`src/rtl/uart_pkg.sv`:
```
// Shared types for the UART link: parity modes and the TX/RX state encodings.
// Also holds the parity helper used by both directions.
package uart_pkg;

   typedef enum logic [1:0] {
      PAR_NONE,
      PAR_EVEN,
      PAR_ODD
   } parity_t;

   typedef enum logic [2:0] {
      TX_IDLE,
      TX_START,
      TX_DATA,
      TX_PARITY,
      TX_STOP
   } txState_t;

   typedef enum logic [2:0] {
      RX_IDLE,
      RX_START,
      RX_DATA,
      RX_PARITY,
      RX_STOP
   } rxState_t;

   // xorAll is the XOR of the payload; odd mode inverts it
   function automatic logic parityOf(parity_t mode, logic xorAll);
      return (mode == PAR_ODD) ? ~xorAll : xorAll;
   endfunction

endpackage

```
`src/rtl/uart_rx.sv`:
```
// UART receiver: two-flop synchroniser, falling-edge start detect, mid-bit sampling.
// Ports: clk, reset, rx in; dataOut, rxValid, parityErr, frameErr out.
module uart_rx
   import uart_pkg::*;
#(
   parameter int      DATA_W       = 8,
   parameter int      CLKS_PER_BIT = 10416,
   parameter parity_t PARITY       = PAR_NONE
) (
   input  logic              clk,
   input  logic              reset,
   input  logic              rx,
   output logic [DATA_W-1:0] dataOut,
   output logic              rxValid,
   output logic              parityErr,
   output logic              frameErr
);

   localparam int CNT_W = (CLKS_PER_BIT > 1) ? $clog2(CLKS_PER_BIT) : 1;
   localparam int BIT_W = (DATA_W > 1) ? $clog2(DATA_W) : 1;
   localparam logic [CNT_W-1:0] CNT_LAST = CNT_W'(CLKS_PER_BIT - 1);
   localparam logic [CNT_W-1:0] HALF_LAST = CNT_W'(CLKS_PER_BIT / 2 - 1);
   localparam logic [BIT_W-1:0] BIT_LAST = BIT_W'(DATA_W - 1);

   rxState_t          state;
   logic              sync1;
   logic              sync2;
   logic              rxPrev;
   logic [CNT_W-1:0]  cnt;
   logic [BIT_W-1:0]  bitIdx;
   logic [DATA_W-1:0] shReg;
   logic [DATA_W-1:0] shNext;
   logic              parBad;
   logic              fallEdge;
   logic              cntLast;

   // Only a high-to-low transition arms the receiver, so a line held low
   // after a framing error cannot start a new frame until it rises again.
   assign fallEdge = rxPrev & ~sync2;
   assign cntLast  = (cnt == CNT_LAST);

   always_comb begin
      shNext = DATA_W'({sync2, shReg} >> 1);
   end

   always_ff @(posedge clk or posedge reset) begin
      if (reset) begin
         sync1     <= 1'b1;
         sync2     <= 1'b1;
         rxPrev    <= 1'b1;
         state     <= RX_IDLE;
         cnt       <= '0;
         bitIdx    <= '0;
         shReg     <= '0;
         parBad    <= 1'b0;
         dataOut   <= '0;
         rxValid   <= 1'b0;
         parityErr <= 1'b0;
         frameErr  <= 1'b0;
      end else begin
         sync1     <= rx;
         sync2     <= sync1;
         rxPrev    <= sync2;
         rxValid   <= 1'b0;
         parityErr <= 1'b0;
         frameErr  <= 1'b0;
         case (state)
            RX_IDLE: begin
               cnt <= '0;
               if (fallEdge) begin
                  state <= RX_START;
               end
            end
            RX_START: begin
               if (cnt == HALF_LAST) begin
                  cnt    <= '0;
                  bitIdx <= '0;
                  parBad <= 1'b0;
                  // still high at mid-start: treat as a glitch
                  state  <= sync2 ? RX_IDLE : RX_DATA;
               end else begin
                  cnt <= cnt + 1'b1;
               end
            end
            RX_DATA: begin
               cnt <= cntLast ? '0 : cnt + 1'b1;
               if (cntLast) begin
                  shReg  <= shNext;
                  bitIdx <= bitIdx + 1'b1;
                  if (bitIdx == BIT_LAST) begin
                     state <= (PARITY != PAR_NONE) ? RX_PARITY : RX_STOP;
                  end
               end
            end
            RX_PARITY: begin
               cnt <= cntLast ? '0 : cnt + 1'b1;
               if (cntLast) begin
                  parBad <= sync2 ^ parityOf(PARITY, ^shReg);
                  state  <= RX_STOP;
               end
            end
            RX_STOP: begin
               cnt <= cntLast ? '0 : cnt + 1'b1;
               if (cntLast) begin
                  dataOut   <= shReg;
                  rxValid   <= 1'b1;
                  parityErr <= (PARITY != PAR_NONE) & parBad;
                  frameErr  <= ~sync2;
                  state     <= RX_IDLE;
               end
            end
            default: begin
               state <= RX_IDLE;
            end
         endcase
      end
   end

endmodule

```
`src/rtl/uart_link.sv`:
```
// UART link: edge-triggered transmitter plus an independent uart_rx receiver.
// Ports: clk, reset, sendBtn, dataIn, rx in; tx, dataOut, rxValid, parityErr, frameErr, txBusy out.
module uart_link
   import uart_pkg::*;
#(
   parameter int      DATA_W       = 8,
   parameter int      CLKS_PER_BIT = 10416,
   parameter parity_t PARITY       = PAR_NONE,
   parameter int      STOP_BITS    = 1
) (
   input  logic              clk,
   input  logic              reset,
   input  logic              sendBtn,
   input  logic [DATA_W-1:0] dataIn,
   output logic              tx,
   input  logic              rx,
   output logic [DATA_W-1:0] dataOut,
   output logic              rxValid,
   output logic              parityErr,
   output logic              frameErr,
   output logic              txBusy
);

   localparam int CNT_W = (CLKS_PER_BIT > 1) ? $clog2(CLKS_PER_BIT) : 1;
   localparam int BIT_W = (DATA_W > 1) ? $clog2(DATA_W) : 1;
   localparam logic [CNT_W-1:0] CNT_LAST = CNT_W'(CLKS_PER_BIT - 1);
   localparam logic [BIT_W-1:0] BIT_LAST = BIT_W'(DATA_W - 1);
   localparam logic [1:0] STOP_LAST = 2'(STOP_BITS);

   txState_t          txState;
   logic [CNT_W-1:0]  txCnt;
   logic [BIT_W-1:0]  txBit;
   logic [1:0]        txStop;
   logic [DATA_W-1:0] txSh;
   logic [DATA_W-1:0] txShNext;
   logic              txPar;
   logic              btnPrev;
   logic              btnRise;
   logic              txLast;

   // btnPrev resets high so a button already held at release does not send
   assign btnRise  = sendBtn & ~btnPrev;
   assign txLast   = (txCnt == CNT_LAST);
   assign txShNext = txSh >> 1;

   always_ff @(posedge clk or posedge reset) begin
      if (reset) begin
         btnPrev <= 1'b1;
         txState <= TX_IDLE;
         txCnt   <= '0;
         txBit   <= '0;
         txStop  <= '0;
         txSh    <= '0;
         txPar   <= 1'b0;
         tx      <= 1'b1;
         txBusy  <= 1'b0;
      end else begin
         btnPrev <= sendBtn;
         if (txState == TX_IDLE) begin
            txCnt <= '0;
            if (btnRise) begin
               txSh    <= dataIn;
               txPar   <= parityOf(PARITY, ^dataIn);
               tx      <= 1'b0;
               txBusy  <= 1'b1;
               txState <= TX_START;
            end
         end else begin
            txCnt <= txLast ? '0 : txCnt + 1'b1;
            if (txLast) begin
               case (txState)
                  TX_START: begin
                     tx      <= txSh[0];
                     txBit   <= '0;
                     txState <= TX_DATA;
                  end
                  TX_DATA: begin
                     txSh  <= txShNext;
                     txBit <= txBit + 1'b1;
                     if (txBit != BIT_LAST) begin
                        tx <= txShNext[0];
                     end else if (PARITY != PAR_NONE) begin
                        tx      <= txPar;
                        txState <= TX_PARITY;
                     end else begin
                        tx      <= 1'b1;
                        txStop  <= 2'd1;
                        txState <= TX_STOP;
                     end
                  end
                  TX_PARITY: begin
                     tx      <= 1'b1;
                     txStop  <= 2'd1;
                     txState <= TX_STOP;
                  end
                  TX_STOP: begin
                     if (txStop == STOP_LAST) begin
                        txBusy  <= 1'b0;
                        txState <= TX_IDLE;
                     end else begin
                        txStop <= txStop + 1'b1;
                     end
                  end
                  default: begin
                     tx      <= 1'b1;
                     txBusy  <= 1'b0;
                     txState <= TX_IDLE;
                  end
               endcase
            end
         end
      end
   end

   uart_rx #(
      .DATA_W      (DATA_W),
      .CLKS_PER_BIT(CLKS_PER_BIT),
      .PARITY      (PARITY)
   ) rxInst (
      .clk      (clk),
      .reset    (reset),
      .rx       (rx),
      .dataOut  (dataOut),
      .rxValid  (rxValid),
      .parityErr(parityErr),
      .frameErr (frameErr)
   );

endmodule

```
`config.mk`:
```
export PLATFORM = sky130hd
export DESIGN_NAME = uart_link
export DESIGN_NICKNAME = d
export VERILOG_FILES = /design/src/rtl/uart_pkg.sv /design/src/rtl/uart_rx.sv /design/src/rtl/uart_link.sv
export SDC_FILE = /design/constraint.sdc
export NUM_CORES = 1
export LEC_CHECK = 0
export CAP_MARGIN = 0
export CORE_ASPECT_RATIO = 1.5
export CORE_MARGIN = 2
export CORE_UTILIZATION = 53
export CTS_CLUSTER_DIAMETER = 30
export DETAILED_ROUTE_END_ITERATION = 8
export GPL_TIMING_DRIVEN = 0
export PLACE_DENSITY = 0.76
export SYNTH_ARGS = -nofsm -noshare
export SYNTH_HDL_FRONTEND = slang
export SYNTH_HIERARCHICAL = 1
export SYNTH_SLANG_ARGS = --single-unit
export TNS_END_PERCENT = 10
```
`constraint.sdc`:
```
create_clock -name clk -period 2 [get_ports clk]
set_input_delay 0.2 -clock clk [delete_from_list [all_inputs] [get_ports clk]]
set_output_delay 0.2 -clock clk [all_outputs]
set_load 0.005 [all_outputs]
```
## Word-level counts from Yosys, hierarchy flattened

Index checks and enable logic that the tools add are counted.

- Flip-flop bits (word level): 74
- Logic and storage cells: 119

- Reductions and logical operators: 20
- $add $sub $neg: 5
- Multiplexer cells: 44
- Equality and inequality tests: 27
- Bitwise logic cells: 5

Operators with widths:

| kind | count |
|---|---|
| 14-bit two-way mux | 4 |
| 14-bit one-hot mux with 3 select lines | 1 |
| 3-bit two-way mux | 13 |
| 8-bit two-way mux | 4 |
| 14-bit by 1-bit adder with 14-bit output (second input constant) | 2 |
| 14-bit equality test (second input constant) | 2 |
| 3-bit one-hot mux with 5 select lines | 1 |
| 14-bit by 13-bit equality test with 1-bit output (second input constant) | 1 |
| 2-bit by 1-bit inequality test with 1-bit output (second input constant) | 7 |
| 3-bit by 2-bit equality test with 1-bit output (second input constant) | 4 |
| 1-bit two-way mux | 12 |
| 3-bit one-hot mux with 2 select lines | 2 |
| 3-bit one-hot mux with 4 select lines | 1 |
| 3-bit AND reduction | 4 |
| 3-bit equality test (second input constant) | 3 |
| 3-bit inequality test (second input constant) | 3 |
| 2-bit inequality test (second input constant) | 4 |
| 4-bit AND reduction | 2 |
| 2-bit nonzero test | 4 |
| 3-bit by 1-bit adder with 3-bit output (second input constant) | 2 |
| 3-bit by 1-bit equality test with 1-bit output (second input constant) | 2 |
| 3-bit logical NOT | 2 |
| 2-bit two-way mux | 3 |
| 2-bit one-hot mux with 3 select lines | 1 |
| 11 further kinds | 17 |

## Depth between registers and ports, before layout

Gate-level depths: netlist (run 1).

- Word-level depth: 5
- Depth in mapped cells: 8
- Mapped depth without buffers: 6

## Cells and area by module

The synthesis (run 1) kept the hierarchy.

Modules (own cells, without submodules):

| module | area an instance (µm²) | cells each | seq. area each (µm²) | instances |
|---|---|---|---|---|
| uart_rx | 1981.9 | 181 | 1029.7 | 1 |
| uart_link | 1705.4 | 164 | 828.3 | 1 |

## Worst setup path before layout (run 1)

OpenSTA, ideal clock, no wires.

- Path kind: register -> register
- Start: register txCnt[9]
- End: register txCnt[4]
- Setup slack: -5 ps
- Required time: 1881 ps
- Library setup time: 119 ps
- Arrival: 1886 ps
- Cell stages (with the launch flop): 7
- Path through: dfrtp_1 or4_4 or4_1 buf_6 or2b_2 buf_4 nor2_1

- Cells in the longest elaborated chain, start to end: 3

Ends and longest elaborated chain:

| what | line | RTL |
|---|---|---|
| start: declaration | uart_link.sv:31 | `logic [CNT_W-1:0] txCnt;` |
| start signal: assignment | uart_link.sv:69 | `txCnt <= txLast ? '0 : txCnt + 1'b1;` |
| 14-bit equality test | uart_link.sv:43 | `assign txLast = (txCnt == CNT_LAST);` |
| 14-bit two-way mux | uart_link.sv:69 |  |
| 14-bit two-way mux | uart_link.sv:59 | `if (txState == TX_IDLE) begin` |

Every way passes these cells.
A chain may end at the register's enable or synchronous reset.

## Final worst setup path (run 1)

- Start: register txCnt[6]
- End: register txSh[6]

- Cells in the longest elaborated chain, start to end: 3

Ends and longest elaborated chain:

| what | line | RTL |
|---|---|---|
| 14-bit equality test | uart_link.sv:43 |  |
| 2-bit nonzero test (no line) | - |  |
| 3-bit AND reduction (no line) | - |  |
| end signal: assignment | uart_link.sv:62 | `txSh <= dataIn;` |
| end signal: assignment | uart_link.sv:78 | `txSh <= txShNext;` |
| end: declaration | uart_link.sv:34 | `logic [DATA_W-1:0] txSh;` |

Every way passes these cells.

==> results.py, run 1 <==
metrics = {
    "status": {
        "outcome": "complete, but fails checks",
        "violations": "negative setup slack",
    },
    "layout": {
        "fin_nets": 410,
        "drive_above_1_share_pct": 23.5,
        "area_growth_pct": 18.7,
        "n_antenna_cell": 0,
        "regArea_mm2": 0.00186,
        "most-common-layout-cells": "dfrtp_1, nor2_1, nand2_1",
        "fillers": 537,
        "design_area_mm2": 0.00438,
        "layout_commonest_cell": "dfrtp_1",
        "multi_input_area_mm2": 0.00173,
    },
    "logic_synthesis": {
        "yosys.area.top_type": "dfrtp_1",
        "synthDominantCellAreaShare_pct": 46.8,
        "synth_ff_type": "dfrtp_1",
        "netlist_area_mm2": 0.00369,
        "ys_types": 57,
        "yosysWarnings": 6,
        "async_reset_ff_share_pct": 100,
        "avgSynthCellArea_um2": 10.7,
        "synth_edf_count": 0,
        "syn-num-nets": 364,
        "netlist_instances": 345,
        "synthTopCellsByArea": "dfrtp_1, mux2_2, dfstp_2",
        "yosysSeqAreaShare_pct": 50.4,
        "synth-seq-cells": 74,
    },
    "floorplan": {
        "design.core.area_mm2": 0.00681,
        "ios": 25,
        "fp.dieW_um": 72.1,
        "start_util_pct": 54.2,
        "die-height_um": 106,
        "die_area_mm2": 0.00765,
        "rows": 37,
    },
    "detailed_routing": {
        "vias": 2717,
        "drt-initial-drc-count": 150,
        "wire_per_inst_um": 15.4,
        "drtAntennaViolNets": 0,
        "drt-pass1-iter-count": 5,
        "vias_per_cell": 5.73,
        "routed_wl_mm": 7.29,
        "drc_errors": 0,
    },
    "clock_tree": {
        "path_clk_slew_ns": 0.08,
        "cts_sinks": 74,
        "ctsHoldBuffers": 0,
        "insertion_delay_ns": 0.36,
        "clk_path_buf_depth": 2,
        "cts_htree_levels": 3,
        "cts-buffers-inserted": 9,
        "root_buffer": "clkbuf_8",
        "cts_tree": "yes",
    },
    "timing": {
        "rsz0062_at_grt": "true",
        "fin_ws_ns": -0.0531,
        "post-route-min-period_ns": 2.05,
        "fin_crit_sh_pct": 103,
        "fmax_mhz": 487,
        "relSlewSlack_pct": 42.7,
        "worstMarginPinSlew_ns": 0.859,
        "holdWs_ns": 0.150,
        "fin_worst_skew_ns": 0.00917,
        "hold_viol": 0,
        "finalSetupViolCount": 19,
        "drv_slew": 0,
    },
    "grt": {
        "grt.overflow.total": 0,
        "grt_usage_pct": 20.7,
        "antenna_found_initial": 0,
        "grt_pass1_vias": 2725,
        "grt_pass1_wl_mm": 12.3,
        "grt_max_degree": 42,
    },
    "flow_run": {
        "drv_cap": 0,
    },
    "power_and_ir_drop": {
        "peakVddDrop_mv": 0.611,
        "power_per_cell_area_mw_per_mm2": 948,
        "power_leakage_nw": 1.97,
    },
    "placed_design": {
        "io_buffers": 23,
        "placed_cell_area_mm2": 0.00402,
        "hpwl_mm": 4.97,
        "gp_congestion": 0.878,
        "post-place-ws_ns": -0.197,
    },
    "setup_path": {
        "startpoint_type": "flop",
        "end_kind": "flop",
        "critPathRequiredTime_ns": 2.24,
        "crit_fanout": 8,
        "critPathKind": "reg2reg",
        "critPathArrivalTime_ns": 2.29,
    },
    "hold_path": {
        "hold_path.class": "in2async",
    },
}
[per-stage QoR]
stage          setup TNS (ns)  util, %  std cells  total power (W)
5_1_grt                 -1.29     64.3        474          0.00439
3_5_place_dp            -5.07     59.1        446          0.00292
3_3_place_gp            -5.60     59.1        446          0.00286
4_1_cts              -0.00213     63.2        471          0.00412
2_1_floorplan               0        -        345          0.00265
6_report               -0.327     64.3        474          0.00415
[final timing paths]
path,from,end,slack (ns),depth (start not counted)
hold / removal,reset,txCnt[8],0.15,2
hold reg to reg,rxInst/sync1,rxInst/sync2,0.35,0
setup reg to reg,txCnt[6],txSh[6],-0.05,4
setup / recovery,txCnt[6],txSh[6],-0.05,4
max in group asynchronous,reset,rxInst/bitIdx[2],1.04,2
min in group clk,rx,rxInst/sync1,0.25,1
[flip-flops by register name (all words and copies together) (netlist names)]
name / cells
txBusy: 1
rxInst/state: 3
rxInst/dataOut: 8
rxInst/sync2: 1
rxInst/sync1: 1
txCnt: 14
txStop: 2
rxInst/rxValid: 1
rxInst/shReg: 8
txSh: 8
btnPrev: 1
rxInst/frameErr: 1
txState: 3
tx: 1
rxInst/bitIdx: 3
rxInst/cnt: 14
rxInst/rxPrev: 1
txBit: 3
[metal layers]
layer	wire length, um	share of wire, %	track usage [%]
met5	0	0	0
met4	127	1.7	9.43
met3	200	2.7	4.64
met2	3970	54	36.1
met1	2990	41	23.6
[cells in the mapped netlist, types with 5 or more instances]
master,count
clkbuf_1,5
o21ai_0,6
o21ai_1,9
nand2_1,30
inv_1,14
dfrtp_1,69
buf_2,6
a31oi_1,7
xnor2_1,13
a21oi_1,8
nor3_1,11
dfstp_2,5
or3_1,5
nand4_1,6
nand3_1,14
mux2_2,29
a22o_1,5
ha_1,7
nor2_1,33
[kinds of logic (layout without fill, tap and decap cells)]
family / after synthesis / in the layout / synth area share (%)
flops: 74 / 74 / 50.4
simple gates: 131 / 131 / 19.3
mux: 32 / 32 / 9.70
xor+xnor: 14 / 14 / 3.33
other cells: 1 / 1 / 0.102
compound gates: 55 / 55 / 10.6
buf+inv: 31 / 82 / 4.28
fa+ha+maj: 7 / 7 / 2.38
[final cells by class]
cell class / count / area share (%)
Multi-Input combinational cell: 240 / 39.5
Clock buffer: 9 / 2.83
Clock inverter: 7 / 1.57
Inverter: 14 / 1.20
Timing Repair Buffer: 36 / 7.86
Buffer: 16 / 2.40
Sequential cell: 74 / 42.5
Tap cell: 78 / 2.23
[critical path, stage by stage (launching register included)]
cell and delay [ns]:
dfrtp_1 0.40, or4_4 0.56, nor4_4 0.42, a31oi_4 0.21, mux2_4 0.35
[repair_timing]
item	in CTS	in global routing
buffers inserted	9	2
pin swaps	5	3
cloned	1	0
gates resized for setup	7	10
setup endpoints to repair	50	40
[report_power, final]
group	total (W)	switching, W	internal [W]
logic	0.00118	0.000621	0.000558
registers	0.00182	0.000146	0.00168
clock network	0.00115	0.000573	0.000573
Note: power is estimated with default switching activity, not from simulation.
==> run 2: changes to the inputs <==
--- a/config.mk
+++ b/config.mk
@@ -12,6 +12,7 @@
 export CTS_CLUSTER_DIAMETER = 30
 export DETAILED_ROUTE_END_ITERATION = 8
 export GPL_TIMING_DRIVEN = 0
+export MAX_ROUTING_LAYER = met4
 export PLACE_DENSITY = 0.76
 export SYNTH_ARGS = -nofsm -noshare
 export SYNTH_HDL_FRONTEND = slang
==> run 2 against run 1 <==
First-iteration DRC count grew 14%. Count of clock-buffer cells in the layout is the same. The flow still finishes with violations (negative setup slack). Die area is the same. Clock skew shrank 0.0022 ns. Largest cell class unchanged. Critical path type unchanged. Largest power group unchanged.
==> results.py, run 2 (same netlist as run 1, synthesis figures left out) <==
metrics = {
    "status": {
        "outcome": "complete, but fails checks",
        "violations": "negative setup slack",
    },
    "layout": {
        "drive_above_1_share_pct": 23.5,
        "area_growth_pct": 18.7,
        "reg.largest.list": "rxInst/cnt (14), txCnt (14)",
        "design_area_mm2": 0.00438,
        "instances_no_fill": 474,
        "layout_commonest_cell": "dfrtp_1",
        "fin_nets": 410,
        "n_antenna_cell": 0,
        "most-common-layout-cells": "dfrtp_1, nor2_1, nand2_1",
    },
    "setup_path": {
        "critPathKind": "reg2reg",
        "crit_fanout": 8,
        "crit_family": "simple AND/OR/NAND/NOR gates",
        "cp_slowest_stage_delay_ns": 0.56,
        "cp_num_buf_inv": 0,
        "critPathArrivalTime_ns": 2.29,
        "rrSetupSlack_ns": -0.05,
        "critPathRequiredTime_ns": 2.24,
        "crit_path_cell_trace": "or4_4, nor4_4, a31oi_4, mux2_4",
        "crit_slowest_cell": "or4_4",
        "startpoint_type": "flop",
        "end_kind": "flop",
    },
    "clock_tree": {
        "cts_sinks": 74,
        "cts-buffers-inserted": 9,
        "ctsHoldBuffers": 0,
        "path_clk_slew_ns": 0.08,
        "cts_htree_levels": 3,
        "insertion_delay_ns": 0.36,
        "clk_path_buf_depth": 2,
        "root_buffer": "clkbuf_8",
        "cts_tree": "yes",
    },
    "placed_design": {
        "gp_congestion": 0.893,
        "hpwl_mm": 4.97,
        "placed_cells": 446,
        "post-place-ws_ns": -0.197,
        "placed_cell_area_mm2": 0.00402,
        "io_buffers": 23,
    },
    "power_and_ir_drop": {
        "p_int_w": 0.00281,
        "clockPowerShare_pct": 27.7,
        "pwr-share-seq_pct": 44.0,
        "combPwrFrac_pct": 28.3,
        "p_switching_w": 0.00134,
        "power_per_cell_area_mw_per_mm2": 948,
        "peakVddDrop_mv": 0.612,
        "power_leakage_nw": 1.97,
        "p_sw_share_pct": 32.3,
    },
    "detailed_routing": {
        "vias_per_cell": 5.76,
        "drc_errors": 0,
        "drt-initial-drc-count": 171,
        "drt-pass1-iter-count": 4,
        "drtAntennaViolNets": 0,
        "wire_per_inst_um": 15.4,
        "routed_wl_mm": 7.30,
        "vias": 2732,
    },
    "floorplan": {
        "rows": 37,
        "start_util_pct": 54.2,
        "die-height_um": 106,
        "design.core.area_mm2": 0.00681,
        "die_area_mm2": 0.00765,
        "ios": 25,
        "fp.dieW_um": 72.1,
    },
    "timing": {
        "fin_worst_skew_ns": 0.00701,
        "post-route-min-period_ns": 2.05,
        "fin_setup_tns_ns": -0.262,
        "worstMarginPinSlew_ns": 0.852,
        "hold_viol": 0,
        "rsz0062_at_grt": "true",
        "fin_ws_ns": -0.0510,
        "relSlewSlack_pct": 43.1,
        "holdWs_ns": 0.149,
        "fin_crit_sh_pct": 103,
        "fmax_mhz": 488,
        "drv_slew": 0,
        "finalSetupViolCount": 14,
    },
    "hold_path": {
        "hold_path.class": "in2async",
    },
    "grt": {
        "grt_usage_pct": 21.3,
        "grt_max_degree": 42,
        "antenna_found_initial": 0,
        "grt_pass1_vias": 2716,
        "grt.overflow.total": 0,
        "grt_pass1_wl_mm": 12.3,
    },
    "flow_run": {
        "drv_cap": 0,
    },
}
==> run 2: cell type report <==
class	count	area, um^2
fill	537	2430
clock inverter	7	68.8
buffer	16	105
sequential	74	1860
multi-input combinational	240	1730
clock buffer	9	124
tap	78	97.6
inverter	14	52.6
timing repair buffer	36	344
==> run 2: final timing paths <==
path	startpoint	end	depth (start not counted)
max	txCnt[6]	txSh[6]	4
min	reset	txCnt[8]	2
max reg2reg	txCnt[6]	txSh[6]	4
min reg2reg	rxInst/sync1	rxInst/sync2	0
max in group asynchronous	reset	rxInst/bitIdx[0]	2
min in group clk	rx	rxInst/sync1	1
==> run 2: what timing repair did <==
action | 4_1_cts | 5_1_grt
buffers inserted | 9 | 2
cloned | 1 | 0
pin swaps | 5 | 3
resized for setup | 7 | 10
setup endpoints to repair | 50 | 40
==> run 2: power by group through the flow <==
stage	combinational [W]	sequential [W]	clock (W)
floorplan	0.000844	0.00181	0
global placement	0.00102	0.00184	0
detailed placement	0.00106	0.00186	0
CTS	0.00113	0.00182	0.00118
global route	0.00130	0.00184	0.00124
finish	0.00118	0.00182	0.00115
==> run 2: metrics by stage <==
| step | util [%] | power [W] |
|---|---|---|
| after floorplan | - | 0.00265 |
| after global placement | 59.1 | 0.00286 |
| after detailed placement | 59.1 | 0.00292 |
| after CTS | 63.2 | 0.00412 |
| after global routing | 64.3 | 0.00439 |
| final | 64.3 | 0.00415 |
==> run 2: routing by layer <==
metal | track usage (%) | wire length [um] | vias to the layer above
li1 | - | - | 1318
met1 | 23.5 | 2940 | 1357
met2 | 36.2 | 4010 | 47
met3 | 5.21 | 247 | 10
met4 | 9.03 | 109 | 0
met5 | - | 0 | -
==> run 3: changes to the inputs <==
--- a/config.mk
+++ b/config.mk
@@ -9,7 +9,6 @@
 export CORE_ASPECT_RATIO = 1.5
 export CORE_MARGIN = 2
 export CORE_UTILIZATION = 53
-export CTS_CLUSTER_DIAMETER = 30
 export DETAILED_ROUTE_END_ITERATION = 8
 export GPL_TIMING_DRIVEN = 0
 export MAX_ROUTING_LAYER = met4
==> results of run 3 <==
The final DEF is identical to that of run 2; final timing and power are the same.
